[config.mk]
export PLATFORM = sky130hd
export DESIGN_NAME = alu_issue_stage_flat
export DESIGN_NICKNAME = d
export VERILOG_FILES = /design/src/rtl/alu_issue_stage_pkg.sv /design/src/rtl/alu_issue_stage_if.sv /design/src/rtl/alu_issue_stage_decoder.sv /design/src/rtl/alu_issue_stage.sv /design/src/flat_wrapper.sv
export SDC_FILE = /design/constraint.sdc
export NUM_CORES = 1
export LEC_CHECK = 0
export CAP_MARGIN = 30
export CORE_ASPECT_RATIO = 0.7
export CORE_MARGIN = 5
export CORE_UTILIZATION = 35
export DETAILED_ROUTE_END_ITERATION = 6
export DONT_BUFFER_PORTS = 1
export GPL_TIMING_DRIVEN = 0
export SLEW_MARGIN = 20
export SYNTH_ARGS = -nofsm -noshare
export SYNTH_HDL_FRONTEND = slang
export SYNTH_SLANG_ARGS = --single-unit
[constraint.sdc]
create_clock -name clk -period 6.51 [get_ports clk]
set_input_delay 1.302 -clock clk [delete_from_list [all_inputs] [get_ports clk]]
set_output_delay 1.302 -clock clk [all_outputs]
set_load 0.01 [all_outputs]
[src/rtl/alu_issue_stage_pkg.sv]
// Shared ALU definitions: op-code enum, RV32I opcode/funct7 constants and
// small decode helpers used by the issue stage and the ALU.
package alu_pkg;

    typedef enum logic [3:0] {
        ALU_ADD  = 4'b0000,
        ALU_SUB  = 4'b0001,
        ALU_SLL  = 4'b0010,
        ALU_SLT  = 4'b0011,
        ALU_SLTU = 4'b0100,
        ALU_XOR  = 4'b0101,
        ALU_SRL  = 4'b0110,
        ALU_SRA  = 4'b0111,
        ALU_OR   = 4'b1000,
        ALU_AND  = 4'b1001
    } alu_op_e;

    localparam logic [6:0] OPC_OP     = 7'b0110011;
    localparam logic [6:0] OPC_OP_IMM = 7'b0010011;
    localparam logic [6:0] OPC_LUI    = 7'b0110111;
    localparam logic [6:0] OPC_AUIPC  = 7'b0010111;

    localparam logic [6:0] F7_BASE    = 7'b0000000;
    localparam logic [6:0] F7_ALT     = 7'b0100000;

    // Base-variant op selected by funct3 (funct7 alternates resolved by caller)
    function automatic alu_op_e f3_to_op(input logic [2:0] funct3);
        alu_op_e op;
        case (funct3)
            3'b000:  op = ALU_ADD;
            3'b001:  op = ALU_SLL;
            3'b010:  op = ALU_SLT;
            3'b011:  op = ALU_SLTU;
            3'b100:  op = ALU_XOR;
            3'b101:  op = ALU_SRL;
            3'b110:  op = ALU_OR;
            default: op = ALU_AND;
        endcase
        return op;
    endfunction

    function automatic logic is_shift(input alu_op_e op);
        return (op == ALU_SLL) || (op == ALU_SRL) || (op == ALU_SRA);
    endfunction

endpackage

[src/rtl/alu_issue_stage_if.sv]
// Issue-stage bundle: upstream instruction/operand handshake, flush, and
// the registered ALU operand bundle handed to execute.
interface alu_issue_stage_if #(
    parameter int DATA_WIDTH = 32,
    parameter int OP_WIDTH   = 4
);
    logic                  in_valid;
    logic                  in_ready;
    logic [31:0]           instr;
    logic [DATA_WIDTH-1:0] pc;
    logic [DATA_WIDTH-1:0] rs1_data;
    logic [DATA_WIDTH-1:0] rs2_data;
    logic                  flush;
    logic                  out_valid;
    logic                  out_ready;
    logic [OP_WIDTH-1:0]   ALUControl;
    logic [DATA_WIDTH-1:0] SrcA;
    logic [DATA_WIDTH-1:0] SrcB;
    logic [4:0]            rd;
    logic                  reg_write;
    logic                  illegal;

    // Environment side: feeds instructions, consumes the bundle
    modport master (
        output in_valid, instr, pc, rs1_data, rs2_data, flush, out_ready,
        input  in_ready, out_valid, ALUControl, SrcA, SrcB, rd, reg_write, illegal
    );

    // Issue stage side
    modport slave (
        input  in_valid, instr, pc, rs1_data, rs2_data, flush, out_ready,
        output in_ready, out_valid, ALUControl, SrcA, SrcB, rd, reg_write, illegal
    );
endinterface

[src/rtl/alu_issue_stage_decoder.sv]
// Combinational RV32I decoder for OP, OP-IMM, LUI and AUIPC producing the
// unregistered ALU bundle. Anything else is flagged illegal with zero operands.
module alu_control_decoder
    import alu_pkg::*;
#(
    parameter int DATA_WIDTH = 32
) (
    input  logic [31:0]           instr,
    input  logic [DATA_WIDTH-1:0] pc,
    input  logic [DATA_WIDTH-1:0] rs1_data,
    input  logic [DATA_WIDTH-1:0] rs2_data,
    output alu_op_e               alu_op,
    output logic [DATA_WIDTH-1:0] src_a,
    output logic [DATA_WIDTH-1:0] src_b,
    output logic [4:0]            rd,
    output logic                  reg_write,
    output logic                  illegal
);

    logic [6:0]            opcode;
    logic [2:0]            funct3;
    logic [6:0]            funct7;
    logic [DATA_WIDTH-1:0] imm_i;
    logic [DATA_WIDTH-1:0] imm_u;

    assign opcode = instr[6:0];
    assign funct3 = instr[14:12];
    assign funct7 = instr[31:25];
    assign imm_i  = DATA_WIDTH'($signed(instr[31:20]));
    assign imm_u  = DATA_WIDTH'($signed({instr[31:12], 12'b0}));
    assign rd     = instr[11:7];

    // Opcode/funct decode, shift-amount masking and illegal squashing
    always_comb begin
        alu_op  = ALU_ADD;
        src_a   = '0;
        src_b   = '0;
        illegal = 1'b0;

        case (opcode)
            OPC_OP: begin
                src_a  = rs1_data;
                src_b  = rs2_data;
                alu_op = f3_to_op(funct3);
                if (funct7 == F7_ALT) begin
                    if (funct3 == 3'b000)      alu_op = ALU_SUB;
                    else if (funct3 == 3'b101) alu_op = ALU_SRA;
                    else                       illegal = 1'b1;
                end else if (funct7 != F7_BASE) begin
                    illegal = 1'b1;
                end
            end
            OPC_OP_IMM: begin
                src_a  = rs1_data;
                src_b  = imm_i;
                alu_op = f3_to_op(funct3);
                if (funct3 == 3'b001 && funct7 != F7_BASE) begin
                    illegal = 1'b1;
                end
                if (funct3 == 3'b101) begin
                    if (funct7 == F7_ALT)       alu_op = ALU_SRA;
                    else if (funct7 != F7_BASE) illegal = 1'b1;
                end
            end
            OPC_LUI: begin
                src_b = imm_u;
            end
            OPC_AUIPC: begin
                src_a = pc;
                src_b = imm_u;
            end
            default: begin
                illegal = 1'b1;
            end
        endcase

        // ALU shifts by the full SrcB, so only the 5-bit amount may survive
        if (is_shift(alu_op)) begin
            src_b = DATA_WIDTH'(src_b[4:0]);
        end

        if (illegal) begin
            alu_op = ALU_ADD;
            src_a  = '0;
            src_b  = '0;
        end
    end

    assign reg_write = !illegal && (rd != 5'd0);

endmodule

[src/rtl/alu_issue_stage.sv]
// Decode/issue stage: valid/ready handshake on both sides around a single
// output register holding the decoded ALU bundle. Flush drops the held and
// any incoming instruction.
module alu_issue_stage
    import alu_pkg::*;
#(
    parameter int DATA_WIDTH = 32,
    parameter int OP_WIDTH   = 4
) (
    input  logic               clk,
    input  logic               rst,
    alu_issue_stage_if.slave   bus
);

    alu_op_e               dec_op;
    logic [DATA_WIDTH-1:0] dec_src_a;
    logic [DATA_WIDTH-1:0] dec_src_b;
    logic [4:0]            dec_rd;
    logic                  dec_reg_write;
    logic                  dec_illegal;

    logic                  valid_q;
    logic [OP_WIDTH-1:0]   op_q;
    logic [DATA_WIDTH-1:0] src_a_q;
    logic [DATA_WIDTH-1:0] src_b_q;
    logic [4:0]            rd_q;
    logic                  reg_write_q;
    logic                  illegal_q;

    logic                  ready;
    logic                  accept;

    alu_control_decoder #(
        .DATA_WIDTH (DATA_WIDTH)
    ) u_decoder (
        .instr     (bus.instr),
        .pc        (bus.pc),
        .rs1_data  (bus.rs1_data),
        .rs2_data  (bus.rs2_data),
        .alu_op    (dec_op),
        .src_a     (dec_src_a),
        .src_b     (dec_src_b),
        .rd        (dec_rd),
        .reg_write (dec_reg_write),
        .illegal   (dec_illegal)
    );

    // Ready whenever the slot is empty or being drained, unless flushing
    always_comb begin
        ready  = !bus.flush && (!valid_q || bus.out_ready);
        accept = bus.in_valid && ready;
    end

    // Output register: flush clears valid, accept reloads, drain empties
    always_ff @(posedge clk or posedge rst) begin
        if (rst) begin
            valid_q     <= 1'b0;
            op_q        <= '0;
            src_a_q     <= '0;
            src_b_q     <= '0;
            rd_q        <= '0;
            reg_write_q <= 1'b0;
            illegal_q   <= 1'b0;
        end else if (bus.flush) begin
            valid_q     <= 1'b0;
        end else if (accept) begin
            valid_q     <= 1'b1;
            op_q        <= OP_WIDTH'(dec_op);
            src_a_q     <= dec_src_a;
            src_b_q     <= dec_src_b;
            rd_q        <= dec_rd;
            reg_write_q <= dec_reg_write;
            illegal_q   <= dec_illegal;
        end else if (bus.out_ready) begin
            valid_q     <= 1'b0;
        end
    end

    assign bus.in_ready   = ready;
    assign bus.out_valid  = valid_q;
    assign bus.ALUControl = op_q;
    assign bus.SrcA       = src_a_q;
    assign bus.SrcB       = src_b_q;
    assign bus.rd         = rd_q;
    assign bus.reg_write  = reg_write_q;
    assign bus.illegal    = illegal_q;

endmodule

[src/flat_wrapper.sv]
// flat-port wrapper written by rule: the top's interface ports become plain ports
module alu_issue_stage_flat import alu_pkg::*;
#(
    parameter int DATA_WIDTH = 32,
    parameter int OP_WIDTH   = 4
)
  (clk, rst, bus_in_valid, bus_instr, bus_pc, bus_rs1_data, bus_rs2_data, bus_flush, bus_out_ready, bus_in_ready, bus_out_valid, bus_ALUControl, bus_SrcA, bus_SrcB, bus_rd, bus_reg_write, bus_illegal);
  alu_issue_stage_if #(.DATA_WIDTH(DATA_WIDTH), .OP_WIDTH(OP_WIDTH)) bus_i ();
  input  logic clk;
  input  logic rst;
  input wire logic [$bits(bus_i.in_valid)-1:0] bus_in_valid;
  input wire logic [$bits(bus_i.instr)-1:0] bus_instr;
  input wire logic [$bits(bus_i.pc)-1:0] bus_pc;
  input wire logic [$bits(bus_i.rs1_data)-1:0] bus_rs1_data;
  input wire logic [$bits(bus_i.rs2_data)-1:0] bus_rs2_data;
  input wire logic [$bits(bus_i.flush)-1:0] bus_flush;
  input wire logic [$bits(bus_i.out_ready)-1:0] bus_out_ready;
  output wire logic [$bits(bus_i.in_ready)-1:0] bus_in_ready;
  output wire logic [$bits(bus_i.out_valid)-1:0] bus_out_valid;
  output wire logic [$bits(bus_i.ALUControl)-1:0] bus_ALUControl;
  output wire logic [$bits(bus_i.SrcA)-1:0] bus_SrcA;
  output wire logic [$bits(bus_i.SrcB)-1:0] bus_SrcB;
  output wire logic [$bits(bus_i.rd)-1:0] bus_rd;
  output wire logic [$bits(bus_i.reg_write)-1:0] bus_reg_write;
  output wire logic [$bits(bus_i.illegal)-1:0] bus_illegal;
  assign bus_i.in_valid = bus_in_valid;
  assign bus_i.instr = bus_instr;
  assign bus_i.pc = bus_pc;
  assign bus_i.rs1_data = bus_rs1_data;
  assign bus_i.rs2_data = bus_rs2_data;
  assign bus_i.flush = bus_flush;
  assign bus_i.out_ready = bus_out_ready;
  assign bus_in_ready = bus_i.in_ready;
  assign bus_out_valid = bus_i.out_valid;
  assign bus_ALUControl = bus_i.ALUControl;
  assign bus_SrcA = bus_i.SrcA;
  assign bus_SrcB = bus_i.SrcB;
  assign bus_rd = bus_i.rd;
  assign bus_reg_write = bus_i.reg_write;
  assign bus_illegal = bus_i.illegal;
  alu_issue_stage #(.DATA_WIDTH(DATA_WIDTH), .OP_WIDTH(OP_WIDTH)) u_core (.clk(clk), .rst(rst), .bus(bus_i));
endmodule
==> impl_metrics.ini, run 1 <==
[clocking]
cts_sinks = 76
cts_setup_buffers = 0
cts_tree = yes
clockBufferDepth = 2
clkTransAtPathRegs_ns = 0.05
htreeDepth = 3
cts-root-buf = clkbuf_16
clkLatencyLatePin_ns = 0.33
postCtsHoldBufs = 0
cts_resized = 0
cts_buffers = 9

[die]
initial_utilization_pct = 35.4
die_h_um = 101
fp-row-count = 33
core-area_um2 = 11600
dieArea_um2 = 14000
io_pins = 210
fp.dieW_um = 139

[critical_path]
endpoint_kind = output port
r2r_setup_slack_ns = 4.47
slowest_stage = nor2b_1
crit_arrival_ns = 1.53
reg2reg_depth = 6
crit_path_max_fanout = 2
crit_type = input pin to output port
crit_required_ns = 5.21
start_kind = input pin
path_buf_inv = 0
max_stage_delay_ns = 0.13
worstReg2RegStart = u_core.bus.out_valid
cp_cell_sequence = nor2b_1, nor2_1
crit_family = simple AND/OR/NAND/NOR gates
r2r-end = u_core.bus.SrcB[17]
cp.depth = 2

[timing]
rsz0062_at_grt = no
min_period_ns = 2.83
relSlewSlack_pct = 52.4
worst_pin_slew_ns = 0.714
setup_viol_count_final = 0
fin_skew_ns = 0.00593
slew_viol_final = 0
finalSetupTns_ns = 0
fmaxAchievable_mhz = 354
fin_crit_sh_pct = 43.4
setup_ws_ns = 3.68
hold_viol_final = 0

[placed_design]
io_buffers = 0
gp_congestion = 0.862
post_dp_cell_area_um2 = 4330
dp_cells = 632
place_ws_ns = 3.39
hpwl_mm = 10.5

[route]
wl_per_cell_um = 20.7
wl_mm = 13.4
dr.first_iter.drc_count = 255
vias_per_cell = 5.60
via_count = 3626
route.detailed.drc = 0
ant_nets = 0
drt-pass1-iter-count = 5

[logic_synthesis]
yosys-top-cells-area = dfrtp_1 46%, nand2_1 11%, o21ai_2 5.8%, a31oi_1 5.2%, nor2b_1 5.2%
synthArstFlopShare_pct = 100
synth_top_area_share_pct = 46.3
postSynthNetCount = 607
yosys.area.top_type = dfrtp_1
yosysUniqueCellTypes = 39
synth-main-ff-cell = dfrtp_1
syn_area_um2 = 4110
ys_warn_count = 0
syn-instance-count = 474
synth_seq_cells = 76
postSynthAreaPerCell_um2 = 8.66
ys_seq_area_share_pct = 46.3
synth_edf_count = 0

[hold_path]
worstHoldStart = u_core.bus.rd[3]
hold_end = u_core.bus.rd[3]
holdPathStages = 2
hold_path.class = register to register

[cells_and_area]
multiInputGateArea_um2 = 2010
synthToLayoutAreaGrowth_pct = 12.6
diodes = 0
fin_nets = 619
ff_latch_area_um2 = 1900
instances_no_fill = 647
final_cell_area_um2 = 4620
nFillCells = 1158
drive_gt1_share_pct = 11.6

[global_route]
grt_pass1_wl_mm = 20.6
grt_use_total_pct = 18.8
grt_max_degree = 49
antenna_found_initial = 0
grt_pass1_vias = 3703
overflow = 0

[run_status]
status = complete, no violations

[flow_run]
maxCapViolCount = 0

[pwr]
ir_drop_mv = 0.109
leakagePower_nw = 1.91
powerDensity_nw_per_um2 = 235
-- per-layer routing --
layer	part of all wire (%)	GRT usage (%)
met2	45	29.0
met4	1.0	4.89
met3	12	7.30
met1	42	25.1
met5	0	0
-- power breakdown --
group | internal, mW | total, mW | switching [mW]
Clock | 0.303 | 0.489 | 0.187
Combinational | 0.0335 | 0.105 | 0.0717
Sequential | 0.480 | 0.490 | 0.00963
Total | 0.816 | 1.08 | 0.268
-- state kept, by name, indices dropped and copies added, names as in the netlist --
register,cells
u_core.bus.ALUControl,4
u_core.bus.SrcA,32
u_core.bus.SrcB,32
u_core.bus.illegal,1
u_core.bus.out_valid,1
u_core.bus.rd,5
u_core.bus.reg_write,1
-- how the worst max path moves through the flow --
stage | startpoint | endpoint
after global placement | rst | u_core.bus.SrcB[3]
after CTS | bus_out_ready | bus_in_ready
after global routing | bus_instr[2] | u_core.bus.SrcB[15]
after floorplan | rst | u_core.bus.ALUControl[0]
final | bus_out_ready | bus_in_ready
after detailed placement | bus_instr[2] | u_core.bus.SrcB[1]
-- cell families (layout without fill, tap and decap cells) --
family	after synthesis	count (layout)	synth area share (%)
DFF	76	76	46.3
xor gates and xnor gates	1	1	0.213
muxes	13	13	3.23
and+or+nand+nor	187	187	20.5
AOI/OAI and AO/OA	153	153	25.0
buffers and inverters	44	60	4.69
-- through the flow --
stage               utilization (%)  hold slack, ns  total power [mW]
floorplan                         -           0.514             0.574
global placement               37.1           0.542             0.600
detailed placement             37.3           0.540             0.604
CTS                            39.8           0.555              1.10
global route                   39.8           0.573              1.13
finish                         39.8           0.555              1.08
-- layout make-up --
type | count | share of cell area, %
Multi-Input combinational cell | 354 | 43.5
Sequential cell | 76 | 41.1
Clock buffer | 10 | 5.17
Tap cell | 157 | 4.25
Buffer | 40 | 3.84
Clock inverter | 5 | 1.14
Timing Repair Buffer | 1 | 0.595
Inverter | 4 | 0.379
-- synthesized netlist by cell type (all sizes together) (3+ instances only) --
cell type	instances
a31oi	34
a21oi	20
nor2b	34
buf	9
mux2i	11
inv	4
and3	3
clkbuf	31
nor2	14
o21ai	69
nand2	125
a221oi	19
dfrtp	76
-- cell usage in the layout (no fill, tap or decap), types with 11 or more instances in the layout --
master | synthesis | final
o21ai_0 | 40 | 40
o21ai_2 | 27 | 27
a31oi_1 | 34 | 34
clkbuf_1 | 30 | 30
nor2_1 | 14 | 14
dfrtp_1 | 76 | 76
nor2b_1 | 34 | 34
mux2i_1 | 11 | 11
nand2_1 | 125 | 125
a221oi_1 | 19 | 19
a21oi_1 | 19 | 19
No activity file was read; power rests on OpenSTA's default activity.
==> run 2: changes to the inputs <==
--- a/config.mk
+++ b/config.mk
@@ -5,6 +5,7 @@
 export SDC_FILE = /design/constraint.sdc
 export NUM_CORES = 1
 export LEC_CHECK = 0
+export ABC_AREA = 1
 export CAP_MARGIN = 30
 export CORE_ASPECT_RATIO = 0.7
 export CORE_MARGIN = 5
==> constraint.sdc (replaced) <==
create_clock -name clk -period 2.36 [get_ports clk]
set_input_delay 0.472 -clock clk [delete_from_list [all_inputs] [get_ports clk]]
set_output_delay 0.472 -clock clk [all_outputs]
set_load 0.01 [all_outputs]
==> impl_metrics.ini, run 2 <==
[clocking]
cts_sinks = 76
clkTransAtPathRegs_ns = 0.06
htreeDepth = 3
cts_buffers = 9
cts-root-buf = clkbuf_16
clockBufferDepth = 2
clkLatencyLatePin_ns = 0.33
cts_tree = yes

[logic_synthesis]
yosys-top-cells-area = dfrtp_1 48%, nand2_1 25%, a32o_1 9.4%, nand3_1 7.2%, clkbuf_1 2.4%
ys_warn_count = 0
synthArstFlopShare_pct = 100
postSynthAreaPerCell_um2 = 7.55
syn-instance-count = 524
yosysMostFrequentCell = nand2_1
postSynthNetCount = 657
yosys.area.top_type = dfrtp_1
yosysUniqueCellTypes = 20
synth_edf_count = 0
synth_seq_cells = 76
syn_area_um2 = 3960
ys_top_cells_by_count = 266 x nand2_1, 76 x dfrtp_1, 57 x nand3_1, 37 x a32o_1, 25 x clkbuf_1
synth-main-ff-cell = dfrtp_1
ys_seq_area_share_pct = 48.1
synth_top_area_share_pct = 48.1

[timing]
finalSetupTns_ns = 0
rsz0062_at_grt = no
fmaxAchievable_mhz = 473
slew_viol_final = 0
fin_crit_sh_pct = 89.5
relSlewSlack_pct = 55.0
worst_pin_slew_ns = 0.676
min_period_ns = 2.11
fin_skew_ns = 0.00511
hold_viol_final = 0
setup_viol_count_final = 0

[global_route]
overflow = 0
grt_pass1_vias = 3816
grt_max_degree = 34
antenna_found_initial = 0
grt_pass1_wl_mm = 21.1
grt_use_total_pct = 19.9

[critical_path]
crit_arrival_ns = 2.37
slowest_stage = dfrtp_1
crit_required_ns = 2.62
start_kind = register
crit_family = buffers and inverters
crit_path_max_fanout = 10
crit_type = register to register
path_buf_inv = 4
cp_cell_sequence = inv_1, nor2_1, nor2_1, nand2_1, inv_2, o21ai_1, a21oi_1, buf_4, buf_4, nand3_1, nand2_1
endpoint_kind = register
max_stage_delay_ns = 0.42

[cells_and_area]
nFillCells = 1157
final_cell_mix = 266 x nand2_1, 76 x dfrtp_1, 57 x nand3_1
diodes = 0
drive_gt1_share_pct = 6.81
multiInputGateArea_um2 = 1820
synthToLayoutAreaGrowth_pct = 13.9
final_common_cell = nand2_1
fin_nets = 671
ff_latch_area_um2 = 1900

[route]
route.detailed.drc = 0
via_count = 3726
ant_nets = 0
wl_mm = 13.5
drt-pass1-iter-count = 4
wl_per_cell_um = 19.5
dr.first_iter.drc_count = 300
vias_per_cell = 5.35

[pwr]
leakagePower_nw = 2.34
switchingPower_uw = 681
switching_share_pct = 23.6
ir_drop_mv = 0.346
powerDensity_nw_per_um2 = 642
p_total_mw = 2.89
pwr-share-comb_pct = 5.4
seqPwrFrac_pct = 46.3
p_int_mw = 2.21
clkPwrFrac_pct = 48.3

[die]
fp-row-count = 32
initial_utilization_pct = 35.8
io_pins = 210
fp.dieW_um = 137
core-area_um2 = 11100
dieArea_um2 = 13600
die_h_um = 99.0

[placed_design]
gp_congestion = 0.821
hpwl_mm = 10.6
io_buffers = 0

[hold_path]
hold_path.class = input pin to register

[run_status]
status = complete, no violations

[flow_run]
maxCapViolCount = 0
==> run 2: cell types whose count changed in the layout (fill, tap and decap cells not counted), moves of 9 or more <==
cell / previous run / this run
mux2i_1: 11 / 0
nand3_1: 2 / 57
nor2b_1: 34 / 0
o21ai_0: 40 / 8
a32o_1: 2 / 37
o21ai_2: 27 / 0
inv_1: 3 / 12
a31oi_1: 34 / 0
a221oi_1: 19 / 0
a21oi_1: 19 / 2
nand2_1: 125 / 266
==> run 2: final timing paths <==
kind | start | endpoint | slack (ns) | cells past startpoint
max | u_core.bus.out_valid | u_core.bus.SrcB[19] | 0.25 | 11
min | bus_flush | u_core.bus.out_valid | 0.20 | 1
max reg2reg | u_core.bus.out_valid | u_core.bus.SrcB[19] | 0.25 | 11
min reg2reg | u_core.bus.SrcB[5] | u_core.bus.SrcB[5] | 0.55 | 2
max in group asynchronous | rst | u_core.bus.ALUControl[0] | 1.26 | 3
min in group asynchronous | rst | u_core.bus.SrcA[25] | 0.62 | 2
==> run 2: final cells by class <==
type | count | share of cell area (%)
Clock inverter | 5 | 1.36
Tap cell | 153 | 4.25
Buffer | 36 | 3.61
Inverter | 19 | 1.67
Sequential cell | 76 | 42.2
Multi-Input combinational cell | 393 | 40.4
Clock buffer | 11 | 5.39
Timing Repair Buffer | 3 | 1.11
==> run 2: layer usage <==
layer  vias to the layer above  share of wire (%)  track usage [%]
met3                        11                9.7             7.19
met1                      1807                 43             26.8
met5                         -                  0                0
li1                       1748                  -                -
met2                       160                 46             30.8
met4                         0               0.91             4.14
==> run 2: cells by family after synthesis <==
kind of cell,after synthesis,share of synthesized area (%)
simple gates,343,34.9
flops,76,48.1
buf+inv,55,5.91
compound gates,50,11.1
==> run 2: power groups by stage <==
stage | Clock, mW | Combinational, mW | Sequential (mW)
final | 1.40 | 0.155 | 1.34
after global routing | 1.50 | 0.181 | 1.34
after CTS | 1.44 | 0.159 | 1.34
after detailed placement | 0 | 0.157 | 1.36
after global placement | 0 | 0.143 | 1.36
after floorplan | 0 | 0.106 | 1.36
==> run 2: through the flow <==
stage	utilization (%)	setup slack (ns)	instances	hold slack, ns	instance area, um2
floorplan	-	0.665	524	0.515	3960
global placement	37.6	0.148	677	0.538	4150
detailed placement	37.9	0.0981	679	0.353	4190
CTS	40.8	0.128	696	0.185	4510
global route	40.8	0.00590	696	0.184	4510
finish	40.8	0.248	696	0.201	4510
==> run 2: what timing repair did <==
item	4_1_cts	5_1_grt
buffers inserted	0	0
setup endpoints to repair	0	26
gates resized for setup	0	1
endpoints found under the hold margin	6	0
hold buffers	1	0
